**src/rtl/path_request_scheduler_pkg.sv**
```systemverilog
// Shared definitions for the path request scheduler.
//   - sched_state_t   : scheduler FSM states
//   - ADDR_NODE_POINT : CPU store address that carries one planned node ID
//   - ADDR_CPU_DONE   : CPU store address that signals the end of planning
//   - NODE_W          : width of a node ID
//   - rr_pick         : round-robin winner selection for the two requesters
package path_request_scheduler_pkg;

  typedef enum logic [1:0] {
    ST_IDLE   = 2'd0,
    ST_LAUNCH = 2'd1,
    ST_RUN    = 2'd2,
    ST_DRAIN  = 2'd3
  } sched_state_t;

  localparam logic [31:0] ADDR_NODE_POINT = 32'h0200_0008;
  localparam logic [31:0] ADDR_CPU_DONE   = 32'h0200_000C;
  localparam int          NODE_W          = 5;

  // One-hot winner. With both requesters active the one that did not win
  // last time (rr holds the last winner) is chosen; a sole requester always
  // wins.
  function automatic logic [1:0] rr_pick(input logic [1:0] req, input logic rr);
    if (req == 2'b11) begin
      return rr ? 2'b01 : 2'b10;
    end
    return req;
  endfunction

endpackage

```
**src/rtl/path_request_scheduler_node_fifo.sv**
```systemverilog
// path_node_fifo: synchronous FIFO holding the planned node list.
//   clk_3125KHz, rst_n : clock, asynchronous active-low reset (pointers/count)
//   push, push_data    : write one entry (ignored when full)
//   pop                : discard the head entry (ignored when empty)
//   flush              : empty the FIFO; wins over push and pop
//   head               : entry at the read pointer (combinational read)
//   count, full, empty : occupancy
module path_node_fifo
  #(parameter int DEPTH  = 16,
    parameter int NODE_W = 5)
  (input  logic                      clk_3125KHz,
   input  logic                      rst_n,
   input  logic                      push,
   input  logic [NODE_W-1:0]         push_data,
   input  logic                      pop,
   input  logic                      flush,
   output logic [NODE_W-1:0]         head,
   output logic [$clog2(DEPTH):0]    count,
   output logic                      full,
   output logic                      empty);

  localparam int AW = $clog2(DEPTH);
  localparam int CW = AW + 1;

  logic [NODE_W-1:0] mem [DEPTH];
  logic [AW-1:0]     wr_ptr;
  logic [AW-1:0]     rd_ptr;
  logic              do_push;
  logic              do_pop;

  assign full    = (count == CW'(DEPTH));
  assign empty   = (count == '0);
  assign do_push = push && !full && !flush;
  assign do_pop  = pop && !empty && !flush;
  assign head    = mem[rd_ptr];

  // Pointers are exactly AW bits so they wrap at DEPTH without extra logic.
  always_ff @(posedge clk_3125KHz or negedge rst_n) begin
    if (!rst_n) begin
      wr_ptr <= '0;
      rd_ptr <= '0;
      count  <= '0;
    end else if (flush) begin
      wr_ptr <= '0;
      rd_ptr <= '0;
      count  <= '0;
    end else begin
      if (do_push) wr_ptr <= wr_ptr + AW'(1);
      if (do_pop)  rd_ptr <= rd_ptr + AW'(1);
      case ({do_push, do_pop})
        2'b10:   count <= count + CW'(1);
        2'b01:   count <= count - CW'(1);
        default: count <= count;
      endcase
    end
  end

  // Storage carries data only; validity is tracked by the pointers.
  always_ff @(posedge clk_3125KHz) begin
    if (do_push) mem[wr_ptr] <= push_data;
  end

endmodule

```
**src/rtl/path_request_scheduler.sv**
```systemverilog
// path_request_scheduler: shares the path-planning CPU between the mission
// sequencer (requester 0) and fault recovery (requester 1).
//   req, sp0/ep0, sp1/ep1 : level requests and their start/end nodes
//   gnt                   : one-cycle one-hot grant pulse
//   busy                  : high whenever the FSM is not idle
//   cpu_sp, cpu_ep        : latched start/end nodes for the CPU driver
//   cpu_start             : start level, held START_HOLD cycles
//   CPU_MemWrite/DataAdr/WriteData : snooped CPU store bus
//   node_valid/data/last/src, node_ready : node stream to motion control
//   path_empty            : pulse, CPU finished with no nodes
//   overflow              : sticky until next grant, nodes beyond DEPTH dropped
//   timeout_err           : pulse, CPU did not finish in TIMEOUT_CYCLES
module path_request_scheduler
  import path_request_scheduler_pkg::*;
  #(parameter int DEPTH          = 16,
    parameter int START_HOLD     = 10,
    parameter int TIMEOUT_CYCLES = 3125000)
  (input  logic              clk_3125KHz,
   input  logic              rst_n,
   input  logic [1:0]        req,
   input  logic [4:0]        sp0,
   input  logic [4:0]        ep0,
   input  logic [4:0]        sp1,
   input  logic [4:0]        ep1,
   output logic [1:0]        gnt,
   output logic              busy,
   output logic [4:0]        cpu_sp,
   output logic [4:0]        cpu_ep,
   output logic              cpu_start,
   input  logic              CPU_MemWrite,
   input  logic [31:0]       CPU_DataAdr,
   input  logic [31:0]       CPU_WriteData,
   output logic              node_valid,
   output logic [NODE_W-1:0] node_data,
   output logic              node_last,
   output logic              node_src,
   input  logic              node_ready,
   output logic              path_empty,
   output logic              overflow,
   output logic              timeout_err);

  localparam int CW = $clog2(DEPTH) + 1;
  localparam int HW = $clog2(START_HOLD + 1);
  localparam int TW = $clog2(TIMEOUT_CYCLES + 1);

  sched_state_t      state, state_n;
  logic              rr, rr_n;
  logic [HW-1:0]     hold_cnt, hold_n;
  logic [TW-1:0]     tmo_cnt, tmo_n;
  logic [1:0]        gnt_n;
  logic [1:0]        win;
  logic              cpu_start_n;
  logic [4:0]        sp_n, ep_n;
  logic              src_n;
  logic              empty_n, ovf_n, tmo_err_n;

  logic              fifo_push, fifo_pop, fifo_flush;
  logic [CW-1:0]     fifo_count;
  logic              fifo_full, fifo_empty;

  logic              node_store, done_store, tmo_hit;

  assign node_store = CPU_MemWrite && (CPU_DataAdr == ADDR_NODE_POINT);
  assign done_store = CPU_MemWrite && (CPU_DataAdr == ADDR_CPU_DONE)
                      && (CPU_WriteData == 32'd1);
  assign tmo_hit    = (tmo_cnt == TW'(TIMEOUT_CYCLES - 1));

  assign busy       = (state != ST_IDLE);
  assign node_valid = (state == ST_DRAIN) && !fifo_empty;
  assign node_last  = node_valid && (fifo_count == CW'(1));

  path_node_fifo #(.DEPTH(DEPTH), .NODE_W(NODE_W)) u_fifo (
    .clk_3125KHz (clk_3125KHz),
    .rst_n       (rst_n),
    .push        (fifo_push),
    .push_data   (CPU_WriteData[NODE_W-1:0]),
    .pop         (fifo_pop),
    .flush       (fifo_flush),
    .head        (node_data),
    .count       (fifo_count),
    .full        (fifo_full),
    .empty       (fifo_empty)
  );

  always_ff @(posedge clk_3125KHz or negedge rst_n) begin
    if (!rst_n) begin
      state       <= ST_IDLE;
      rr          <= 1'b0;
      hold_cnt    <= '0;
      tmo_cnt     <= '0;
      gnt         <= 2'b00;
      cpu_start   <= 1'b0;
      cpu_sp      <= '0;
      cpu_ep      <= '0;
      node_src    <= 1'b0;
      path_empty  <= 1'b0;
      overflow    <= 1'b0;
      timeout_err <= 1'b0;
    end else begin
      state       <= state_n;
      rr          <= rr_n;
      hold_cnt    <= hold_n;
      tmo_cnt     <= tmo_n;
      gnt         <= gnt_n;
      cpu_start   <= cpu_start_n;
      cpu_sp      <= sp_n;
      cpu_ep      <= ep_n;
      node_src    <= src_n;
      path_empty  <= empty_n;
      overflow    <= ovf_n;
      timeout_err <= tmo_err_n;
    end
  end

  always_comb begin
    state_n     = state;
    rr_n        = rr;
    hold_n      = hold_cnt;
    tmo_n       = tmo_cnt;
    gnt_n       = 2'b00;
    win         = 2'b00;
    cpu_start_n = 1'b0;
    sp_n        = cpu_sp;
    ep_n        = cpu_ep;
    src_n       = node_src;
    empty_n     = 1'b0;
    ovf_n       = overflow;
    tmo_err_n   = 1'b0;
    fifo_push   = 1'b0;
    fifo_pop    = 1'b0;
    fifo_flush  = 1'b0;

    case (state)
      ST_IDLE: begin
        if (req != 2'b00) begin
          win        = rr_pick(req, rr);
          gnt_n      = win;
          rr_n       = win[1];
          src_n      = win[1];
          sp_n       = win[1] ? sp1 : sp0;
          ep_n       = win[1] ? ep1 : ep0;
          ovf_n      = 1'b0;
          fifo_flush = 1'b1;
          hold_n     = '0;
          tmo_n      = '0;
          state_n    = ST_LAUNCH;
        end
      end

      // The first LAUNCH cycle coincides with gnt; cpu_start rises on the
      // following edge and stays up for START_HOLD cycles. Stores seen here
      // are the driver's own init writes and are not captured.
      ST_LAUNCH: begin
        tmo_n = tmo_cnt + TW'(1);
        if (tmo_hit) begin
          tmo_err_n  = 1'b1;
          fifo_flush = 1'b1;
          state_n    = ST_IDLE;
        end else if (hold_cnt == HW'(START_HOLD)) begin
          state_n = ST_RUN;
        end else begin
          cpu_start_n = 1'b1;
          hold_n      = hold_cnt + HW'(1);
        end
      end

      // DONE takes precedence over a timeout landing in the same cycle.
      ST_RUN: begin
        tmo_n = tmo_cnt + TW'(1);
        if (done_store) begin
          if (fifo_empty) begin
            empty_n = 1'b1;
            state_n = ST_IDLE;
          end else begin
            state_n = ST_DRAIN;
          end
        end else if (tmo_hit) begin
          tmo_err_n  = 1'b1;
          fifo_flush = 1'b1;
          state_n    = ST_IDLE;
        end else if (node_store) begin
          if (fifo_full) ovf_n = 1'b1;
          else           fifo_push = 1'b1;
        end
      end

      ST_DRAIN: begin
        fifo_pop = node_valid && node_ready;
        if (fifo_pop && node_last) state_n = ST_IDLE;
      end

      default: state_n = ST_IDLE;
    endcase
  end

endmodule

```
**config.mk**
```make
export PLATFORM = sky130hd
export DESIGN_NAME = path_request_scheduler
export DESIGN_NICKNAME = d
export VERILOG_FILES = /design/src/rtl/path_request_scheduler_pkg.sv /design/src/rtl/path_request_scheduler_node_fifo.sv /design/src/rtl/path_request_scheduler.sv
export SDC_FILE = /design/constraint.sdc
export NUM_CORES = 1
export LEC_CHECK = 0
export CAP_MARGIN = 20
export CORE_MARGIN = 1
export CORE_UTILIZATION = 35
export DETAILED_ROUTE_END_ITERATION = 6
export PLACE_DENSITY_LB_ADDON = 0.2
export SYNTH_ARGS = -nofsm -noshare
export SYNTH_HDL_FRONTEND = slang
export SYNTH_HIERARCHICAL = 1
export SYNTH_SLANG_ARGS = --single-unit
```
**constraint.sdc**
```tcl
create_clock -name clk_3125KHz -period 4.6 [get_ports clk_3125KHz]
set_input_delay 0.92 -clock clk_3125KHz [delete_from_list [all_inputs] [get_ports clk_3125KHz]]
set_output_delay 0.92 -clock clk_3125KHz [all_outputs]
set_load 0.02 [all_outputs]
```
==> impl_metrics.yaml <==
global_route:
  track_usage_pct: 17.51
  antenna_found_initial: 0
  grt_pass1_vias: 5140
  grt_max_degree: 42
  grt_pass1_wl_um: 26200
  overflow: 0
power:
  power_frac_comb_pct: 4.4
  p_int_uw: 2097
  switching_share_pct: 22.78
  switching_power_uw: 618.7
  seq_power_share_pct: 48.3
  clkPwrFrac_pct: 47.3
  p_total_uw: 2716
  power.density_nw_per_um2: 307.9
  vdd_drop_max_uv: 247.1
  p_leak_uw: 0.003295
timing:
  holdWs_ns: 0.4228
  fmax_mhz: 238.4
  clock_skew_ns: 0.008989
  relSlewSlack_pct: 49.14
  min_period_ns: 4.194
  drv_slew: 0
  worst_pin_slew_ns: 0.7601
  hold_violations: 0
  finalCritPeriodShare_pct: 91.18
  finalSetupViolations: 0
  rsz0062_at_grt: "false"
finish:
  seq_area_um2: 3854
  fin_nets: 813
  finish.utilization_pct: 47.15
  area_delta_synth_final_pct: 32.18
  final_area_um2: 8820
  layout-drive-gt1-share_pct: 14.17
  n_fill_cell: 1687
  multi_input_area_um2: 2665
  diodes: 0
critical_path:
  r2r-start: "u_fifo/count[0]"
  critPathLaunchType: "primary input"
  cp.arrival_ns: 4.54
  r2r_end: "u_fifo/count[4]"
  cpMostUsedCell: "a21oi_1"
  critical_path_required_ns: 4.95
  cp_num_cells: 16
  cp_slowest_stage_delay_ns: 0.55
  r2r_setup_slack_ns: 0.94
  path_cells: "clkdlybuf4s50_1 -> nor4b_1 -> buf_4 -> nand4_1 -> nor4_2 -> a21boi_1 -> o21ai_0 -> a21oi_1 -> a21oi_1 -> nand2_1 -> fa_1 -> nand2b_1 -> a21oi_1 -> mux2i_1 -> a32oi_1 -> a21oi_1"
  path_class: "primary input to flop"
  cp_top_family: "compound AO/OA/AOI/OAI gates"
  reg2reg_depth: 12
  crit_buf_inv: 2
  cp_slowest_cell: "clkdlybuf4s50_1"
  path_max_fanout: 4
  cp-end-kind: "flop"
clocking:
  cts_tree: "done"
  cts_hold_buf: 0
  root_buffer: "clkbuf_16"
  clk_pin_slew_ns: 0.06
  clock-sinks: 138
  clockBufferDepth: 2
  cts_setup_buffers: 0
  insertion_delay_ns: 0.42
  htreeDepth: 4
  ctsResizeCount: 0
  cts_buffers: 17
place:
  gp_congestion: 0.8477
  placed_area_um2: 8260
  io_buffers: 114
  dp_hpwl_um: 11720
drt:
  first_pass_iters: 5
  via_per_inst: 5.168
  vias: 4930
  drtAntennaViolNets: 0
  wl_per_cell_um: 16.90
  drt-initial-drc-count: 303
  remaining_drc_errors: 0
  wl_um: 16120
yosys:
  ys_top_cells_by_area: "edfxtp_1, dfrtp_1, mux2i_1"
  syn_area_um2: 6673
  synth_ff_type: "edfxtp_1"
  syn_nets: 668
  synth_area_leader_cell: "edfxtp_1"
  synth_cells: 562
  synth_warnings: 6
  ys_seq_area_share_pct: 57.75
  synth-seq-cells: 138
  yosysTopAreaCellShare_pct: 36.00
  async_flop_share_pct: 42.03
  syn_avg_cell_area_um2: 11.87
  synth_cell_types: 62
  synth_edf_count: 80
job:
  maxCapViolations: 0
die:
  dieArea_um2: 19620
  die_w_um: 140.1
  core_area_um2: 18710
  die_h_um: 140.1
  io_pins: 115
  num_rows: 50
  start_util_pct: 35.67
outcome:
  outcome: "completed"
hold_path:
  hold_class: "primary input to asynchronous set/reset pin"
registers in the layout, summed over array words and instances, names as in the netlist:
signal,flops
path_empty,1
hold_cnt,4
gnt,2
u_fifo/mem,80
tmo_cnt,22
u_fifo/count,5
overflow,1
cpu_ep,5
cpu_start,1
timeout_err,1
u_fifo/rd_ptr,4
rr,1
cpu_sp,5
state,2
u_fifo/wr_ptr,4
stage by stage:
step | std cells | setup WS [ns] | setup TNS, ns
2_1_floorplan | 562 | 0.5744 | 0
3_3_place_gp | 921 | 0.05496 | 0
3_5_place_dp | 922 | -0.1069 | -0.1458
4_1_cts | 954 | 0.3291 | 0
5_1_grt | 954 | 0.06655 | 0
6_report | 954 | 0.4056 | 0
synth_stat cells, types with 11 or more instances:
cell type   n
nor4_1     22
nor2_1     45
edfxtp_1   80
o21ai_0    31
inv_1      15
xor2_1     13
a21oi_1    20
ha_1       15
mux2i_1    26
nand2_1    67
dfrtp_1    58
nand3_1    13
mux2_2     11
clkbuf_1   15
placed cells by master (no fill, tap or decap), types with 5 or more instances in the layout:
cell type | netlist | routed
clkdlybuf4s50_1 | 0 | 113
edfxtp_1 | 80 | 80
nand2_1 | 67 | 67
dfrtp_1 | 58 | 58
nor2_1 | 45 | 45
buf_4 | 1 | 35
o21ai_0 | 31 | 31
mux2i_1 | 26 | 26
nor4_1 | 22 | 21
a21oi_1 | 20 | 20
clkbuf_16 | 0 | 17
inv_1 | 15 | 15
ha_1 | 15 | 15
nand3_1 | 13 | 13
xor2_1 | 13 | 13
mux2_2 | 11 | 11
nand4_1 | 10 | 10
mux4_2 | 10 | 10
or3_1 | 8 | 8
nor3_1 | 8 | 8
nand2b_1 | 8 | 8
inv_6 | 0 | 8
o31ai_1 | 6 | 6
a221oi_1 | 5 | 5
a22oi_1 | 5 | 5
cell type report:
cell class                      count  share of cell area (%)
Clock buffer                       17                   4.823
Clock inverter                     15                   1.447
Inverter                           15                  0.6384
Multi-Input combinational cell    386                   30.22
Sequential cell                   138                   43.69
Tap cell                          234                   3.320
Timing Repair Buffer              149                   15.86
power groups by stage:
stage	clock network (µW)	logic, µW	registers [µW]
global placement	0	118	1340
detailed placement	0	122	1340
global route	1370	130	1310
finish	1280	120	1310
CTS	1310	122	1310
floorplan	0	11.8	1340
metal layers:
metal	GRT usage, %	share of wire [%]	up-vias
met1	21.37	45	2406
met3	5.368	5.0	12
met2	29.68	50	125
met5	0	0	-
li1	-	-	2387
met4	5.263	0.79	0
how the worst max path moves through the flow:
| stage | slack [ns] | start | to |
|---|---|---|---|
| floorplan | 0.57 | CPU_WriteData[11] | u_fifo/count[4] |
| global placement | 0.05 | CPU_WriteData[0] | u_fifo/count[4] |
| detailed placement | -0.11 | CPU_WriteData[0] | u_fifo/count[4] |
| CTS | 0.33 | CPU_WriteData[0] | u_fifo/count[4] |
| global route | 0.07 | CPU_WriteData[0] | u_fifo/count[4] |
| finish | 0.41 | CPU_WriteData[0] | u_fifo/count[4] |
cells by family after synthesis:
kind of cell	Yosys count	synth area share, %
simple gates	215	16.73
flops	138	57.75
compound gates	90	8.476
mux	48	9.301
buf+inv	38	2.400
xor+xnor	17	2.231
fa+ha+maj	16	3.113
(Power assumes the default switching activity.)
